### src/rtl/alu_result_stage.sv
// alu_result_stage: execute-stage output register behind the 64-bit ALU.
// Captures the sum, carry/overflow/zero flags and a destination tag, applies
// RV64 word-mode sign-extension and flag correction, derives a negative flag,
// and hands the result to writeback/forwarding through a valid/ready handshake.
// A two-entry arrangement (main + skid) lets ready_o be a pure flop output
// while still sustaining one result per cycle.

module alu_result_stage #(
   parameter int TAG_W = 5
) (
   input  logic             clk_i,
   input  logic             reset_i,
   input  logic             flush_i,
   input  logic             valid_i,
   output logic             ready_o,
   input  logic [63:0]      sum_i,
   input  logic             cflag_i,
   input  logic             vflag_i,
   input  logic             zflag_i,
   input  logic             word_i,
   input  logic [TAG_W-1:0] tag_i,
   output logic             valid_o,
   input  logic             ready_i,
   output logic [63:0]      result_o,
   output logic             cflag_o,
   output logic             vflag_o,
   output logic             zflag_o,
   output logic             nflag_o,
   output logic [TAG_W-1:0] tag_o
);

   // One held result with its flags and destination tag.
   typedef struct packed {
      logic [63:0]      result;
      logic             c;
      logic             v;
      logic             z;
      logic             n;
      logic [TAG_W-1:0] tag;
   } entry_t;

   // Build an entry from raw ALU outputs. Word operations only produce a
   // 32-bit result: it is sign-extended, zero is re-evaluated on the low
   // word, and the 64-bit carry/overflow are meaningless so they are cleared.
   function automatic entry_t capture_entry(
      input logic [63:0]      sum,
      input logic             c,
      input logic             v,
      input logic             z,
      input logic             w,
      input logic [TAG_W-1:0] tag
   );
      entry_t e;
      e = '0;
      if (w) begin
         e.result = {{32{sum[31]}}, sum[31:0]};
         e.z      = ~|sum[31:0];
         e.c      = 1'b0;
         e.v      = 1'b0;
      end else begin
         e.result = sum;
         e.z      = z;
         e.c      = c;
         e.v      = v;
      end
      e.n   = e.result[63];
      e.tag = tag;
      return e;
   endfunction

   entry_t main_q, main_d;
   entry_t skid_q, skid_d;
   logic   main_valid_q, main_valid_d;
   logic   skid_valid_q, skid_valid_d;

   entry_t in_entry_s;
   logic   accept_s;
   logic   pop_s;

   assign in_entry_s = capture_entry(sum_i, cflag_i, vflag_i, zflag_i, word_i, tag_i);

   // ready_o is the inverse of a flop, so it never depends on ready_i.
   assign ready_o  = ~skid_valid_q;
   assign accept_s = valid_i & ~skid_valid_q;
   assign pop_s    = main_valid_q & ready_i;

   // Next-state for both entries: flush wins, then refill main when it
   // empties or is consumed (skid first to keep FIFO order), else park the
   // new input in skid while main is stalled.
   always_comb begin
      main_d       = main_q;
      skid_d       = skid_q;
      main_valid_d = main_valid_q;
      skid_valid_d = skid_valid_q;
      if (flush_i) begin
         main_valid_d = 1'b0;
         skid_valid_d = 1'b0;
      end else if (!main_valid_q || pop_s) begin
         if (skid_valid_q) begin
            main_d       = skid_q;
            main_valid_d = 1'b1;
            if (accept_s) begin
               skid_d       = in_entry_s;
               skid_valid_d = 1'b1;
            end else begin
               skid_valid_d = 1'b0;
            end
         end else begin
            if (accept_s) begin
               main_d       = in_entry_s;
               main_valid_d = 1'b1;
            end else begin
               main_valid_d = 1'b0;
            end
         end
      end else if (accept_s) begin
         skid_d       = in_entry_s;
         skid_valid_d = 1'b1;
      end else begin
         skid_valid_d = skid_valid_q;
      end
   end

   // State registers; reset empties both entries and zeroes the data so the
   // outputs are clean (not X) before the first result arrives.
   always_ff @(posedge clk_i or posedge reset_i) begin
      if (reset_i) begin
         main_q       <= '0;
         skid_q       <= '0;
         main_valid_q <= 1'b0;
         skid_valid_q <= 1'b0;
      end else begin
         main_q       <= main_d;
         skid_q       <= skid_d;
         main_valid_q <= main_valid_d;
         skid_valid_q <= skid_valid_d;
      end
   end

   // Outputs come straight from the main entry flops; when empty they keep
   // showing the last held value.
   assign valid_o  = main_valid_q;
   assign result_o = main_q.result;
   assign cflag_o  = main_q.c;
   assign vflag_o  = main_q.v;
   assign zflag_o  = main_q.z;
   assign nflag_o  = main_q.n;
   assign tag_o    = main_q.tag;

endmodule

### config.mk
export PLATFORM = sky130hd
export DESIGN_NAME = alu_result_stage
export DESIGN_NICKNAME = d
export VERILOG_FILES = /design/src/rtl/alu_result_stage.sv
export SDC_FILE = /design/constraint.sdc
export NUM_CORES = 1
export LEC_CHECK = 0
export BUFFER_PORTS_ARGS = -buffer_cell sky130_fd_sc_hd__buf_4
export CORE_MARGIN = 2
export CORE_UTILIZATION = 58
export CTS_CLUSTER_DIAMETER = 120
export CTS_CLUSTER_SIZE = 16
export DETAILED_ROUTE_END_ITERATION = 16
export GPL_TIMING_DRIVEN = 0
export PLACE_DENSITY = 0.9
export SYNTH_ARGS = -nofsm -noshare
export SYNTH_HDL_FRONTEND = slang
export SYNTH_SLANG_ARGS = --single-unit
export TNS_END_PERCENT = 100
### constraint.sdc
create_clock -name clk_i -period 13.8 [get_ports clk_i]
set_clock_uncertainty 0.2 [all_clocks]
set_input_delay 2.76 -clock clk_i [delete_from_list [all_inputs] [get_ports clk_i]]
set_output_delay 2.76 -clock clk_i [all_outputs]
set_load 0.01 [all_outputs]
# ---- Word-level counts from Yosys, hierarchy flattened
# Cells that the tools add are included.
dict set report totals {
  ff_bits 148
  inputBits 78
  out_inout_bits 75
  wordCells 42
}
dict set report op_classes {
  eq_ne 1
  muxes 14
  bitwise 4
  n_reduce_logical 9
}
# operator count
set op_table {}
lappend op_table {{two-way mux 73 bit} 5}
lappend op_table {{two-way mux 67 bit} 1}
lappend op_table {{OR reduction 32 bit} 1}
lappend op_table {{two-way mux 1 bit} 8}
lappend op_table {{nonzero test 2 bit} 2}
lappend op_table {{AND reduction 3 bit} 1}
lappend op_table {{nonzero test 3 bit} 1}
lappend op_table {{bitwise AND 1 bit} 2}
lappend op_table {{logical NOT 1 bit} 2}
lappend op_table {{!= test 2 bit, second input constant} 1}
lappend op_table {{inverter 1 bit} 2}
lappend op_table {{AND reduction 2 bit} 1}
lappend op_table {{logical OR 1 bit} 1}

# ---- Logic depth before layout (Yosys ltp)
dict set report logic_depth {
  depth_word 6
  depth_mapped 7
}

# ---- Least setup slack after synthesis
# No wires, ideal clock.
dict set report synth_path {
  path_type {input port to flip-flop}
  start {in ready_i}
  end {reg main_q (netlist bit zflag_o)}
  setup_time_ps 126
  arrival_ps 3726
  t_required_ps 13474
  slack_ps 9748
  path_stages 5
  path_buffers 2
  cell_sequence {nor2b_4 or3_4 buf_6 buf_6 o32a_1}
}
dict set report synth_between {
  elab_chain_len 3
}
# element line
set synth_lines {}
lappend synth_lines {{from (decl)} 23} ;# input logic ready_i,
lappend synth_lines {{bitwise AND 1 bit} 85} ;# assign pop_s = main_valid_q & ready_i;
lappend synth_lines {{logical OR 1 bit} 98} ;# end else if (!main_valid_q || pop_s) begin
lappend synth_lines {{AND reduction 3 bit (no source line)} --}
lappend synth_lines {{to (signal assigned)} 133} ;# main_q <= main_d;
lappend synth_lines {{to (decl)} 71} ;# entry_t main_q, main_d;
# Every way passes these cells.
# A chain may end at the register's enable or synchronous reset.

# ---- Final worst setup path
dict set report layout_path {
  start {reg skid_valid_q}
  end {out ready_o}
}
dict set report layout_between {
  elab_chain_len 1
}
# element line
set layout_lines {}
lappend layout_lines {{from (decl)} 74} ;# logic skid_valid_q, skid_valid_d;
lappend layout_lines {{from (signal assigned)} 136} ;# skid_valid_q <= skid_valid_d;
lappend layout_lines {{inverter 1 bit} 83} ;# assign ready_o = ~skid_valid_q;
lappend layout_lines {{to (decl)} 15} ;# output logic ready_o,
# Every way passes these cells.

==> run metrics <==
Post-Synth Adder-Cell Area 0%; setup TNS 0 ps; Post-Layout Cell Count 896; synthesized cell area 6336 sq um; Least-Margin Pin Slew 656.1 ps; unrepaired setup endpoints after global routing no; post-route antenna net violation count 0; fmax 0.2072 GHz; die width 108.5 um; Synth Area in Compound Gates 11.28%; pwr dens 148.8 nW/um^2; sw frac 26.94%; H-tree Lvls 4; internal power 0.0008954 W; master of the slowest instance on the critical path buf_1; worst slack, placed 9242 ps; Core Rows 38; vias after detailed routing 5091; power share of the combinational group 18.8%; Yosys warning total 0; antenna cells 0; reg-to-reg critical path endpoint skid_q[49]$_DFFE_PP0P_; CTS Buffer Depth 2; period utilization 34.98%; Post-route DRC 0; Hold Buf Count CTS 0; synthesized net count 650; PortBufs 152; post-synthesis xor/xnor area fraction 0%; simple-gate share of the synthesized area 8.412%; initial drt markers 255; mux cell area share after synthesis 18.88%; final worst path period need 4827 ps; Num CTS Buffers 17; storage element area 3654 sq um; Yosys top cell area share 57.66%; DP HPWL 11170 um; post-cts resize count 0; drt total wl 15940 um; clock network power share 34.8%; number of global-route vias before repair 5247; R2R cell count 6; Top Ports 153; VDD IR max 0.1072 mV; average via count per standard cell 5.682; die area 11780 sq um; Mapped Cells 572; Worst setup EP type primary output; main combinational cell family by area after synthesis multiplexers; status complete, no violations; Die Height 108.5 um; synthesized flop and latch total 146; Lkg Pwr 3.808 nW; layout cells sized above 1 33.07%; crit path kind reg2out; Top FF cell, synth dfrtp_1; DR pass1 iterations 4; Setup Buffers After CTS 0; launch point of the worst reg-to-reg path skid_valid_q$_DFFE_PP0P_; EDFF count, synth 0; worst-path fanout max 10; Post-Syn Area per Cell 11.08 sq um; largest net degree at the start of global routing 78; Rel. slew slack 56.26%; Worst Hold Slack 282.9 ps; clk_lat worst skew 520 ps; crit path DAT 1870 ps; gpl congestion 0.8354; startpoint class of the critical path flop; synth top area cells dfrtp_1, o21ai_0, mux2_2, nand2_1, mux2i_1; WL/cell 17.79 um; critical-path cell list buf_2 > buf_1 > inv_1 > buf_4; Slew Viols, Final 0; # setup viols final 0; Final Hold Vio Count 0; initial antenna violation count 0; CTS sink cnt 146; Inst Count DP 865; switching pwr 0.0003302 W; Largest stage delay, worst path 540 ps; Worst Setup Slack, final 8973 ps; Critical Path Source skid_valid_q$_DFFE_PP0P_; post-synthesis cell type count 27; CTS tree built; crit path to ready_o; Crit path required time 10840 ps; starting density of the core 58.97%; Reg2Reg Setup Slack 11740 ps; gr ovfl total 0; final-layout fill cell count 698; part of the power in registers 46.4%; Yosys top cell by area dfrtp_1; Core Box Area 10750 sq um; fraction of registers with async set/reset 100.0%; max cap viols 0; area grow syn2layout 30.02%; CTS root buffer clkbuf_8; Final nets 822; multi-input logic area 2444 sq um; first-pass GRT wire length 25480 um; Worst-path clk slew 60 ps; sequential share of the synthesized area 57.66%; Hold WC Path Type reg2reg; GRT Util Overall 28.15%
## cells by family (layout without fill, tap and decap cells)
kind of cell,Yosys count,in the layout
flops,146,146
compound gates,141,141
simple gates,128,128
mux,109,109
buf+inv,48,232
## how the worst min path moves through the flow
stage	from	end	slack, ps	depth (start not counted)
floorplan	skid_q[46]$_DFFE_PP0P_	skid_q[46]$_DFFE_PP0P_	250	2
global placement	skid_q[72]$_DFFE_PP0P_	skid_q[72]$_DFFE_PP0P_	260	2
CTS	skid_q[72]$_DFFE_PP0P_	skid_q[72]$_DFFE_PP0P_	280	2
finish	skid_q[69]$_DFFE_PP0P_	skid_q[69]$_DFFE_PP0P_	280	2
global route	skid_q[72]$_DFFE_PP0P_	skid_q[72]$_DFFE_PP0P_	300	2
detailed placement	skid_q[69]$_DFFE_PP0P_	skid_q[69]$_DFFE_PP0P_	270	2
## layout by cell type (no fill, tap or decap), types with 3 or more instances in the layout
| cell type | n |
|---|---|
| dfrtp_1 | 146 |
| a21oi_1 | 34 |
| mux2_4 | 4 |
| mux2_2 | 39 |
| mux2i_1 | 37 |
| clkbuf_8 | 5 |
| buf_4 | 153 |
| inv_1 | 3 |
| nor4_1 | 6 |
| nor2_1 | 3 |
| nand2_1 | 108 |
| o21ai_0 | 105 |
| clkinv_2 | 6 |
| buf_6 | 5 |
| mux2_1 | 29 |
| clkbuf_1 | 22 |
| buf_2 | 14 |
| clkbuf_16 | 16 |
## through the flow
step           power (W)  area (sq um)  util, %
2_1_floorplan  0.0006814          6336        -
3_3_place_gp   0.0007839          7652    71.22
3_5_place_dp   0.0008036          7685    71.52
4_1_cts         0.001230          8238    76.67
5_1_grt         0.001281          8238    76.67
6_report        0.001226          8238    76.67
## final cells by class
cell class                 count  share of cell area (%)
timing repair buffer         153                   14.19
tap                          140                   2.126
inverter                       5                  0.2886
buffer                        43                   2.673
sequential                   146                   44.35
clock inverter                10                   1.018
clock buffer                  21                   5.696
multi-input combinational    378                   29.66
## critical path: cells and delay by family, from the launching register on
kind / cells / cell delay (ps)
buffers and inverters: 4 / 1000
flip-flops: 1 / 340
## sequential cells by signal, summed over array words and instances, names as in the netlist
name and flops:
tag_o 5, result_o 64, cflag_o 1, skid_q 72, vflag_o 1, zflag_o 1
valid_o 1, skid_valid_q 1
## power groups by stage
stage          sequential (W)  combinational, W  clock (W)
6_report             0.000569          0.000230   0.000427
5_1_grt              0.000577          0.000254   0.000450
4_1_cts              0.000568          0.000233   0.000430
3_5_place_dp         0.000573          0.000230          0
3_3_place_gp         0.000566          0.000218          0
2_1_floorplan        0.000579          0.000102          0
## cells in the mapped netlist (4+ instances only)
library cell / number
mux2_2: 39
buf_6: 5
clkbuf_1: 22
nand2_1: 108
dfrtp_1: 146
buf_2: 14
nor4_1: 6
inv_1: 4
o21ai_0: 105
a21oi_1: 34
mux2_4: 4
mux2_1: 29
mux2i_1: 37
## metal layers
layer,share of wire (%),vias up,GRT usage (%)
li1,-,2338,-
met1,39,2529,33.51
met2,51,205,48.57
met3,8.0,19,8.439
met4,1.6,0,9.890
met5,0,-,0
Power figures use the tool's default switching activity.
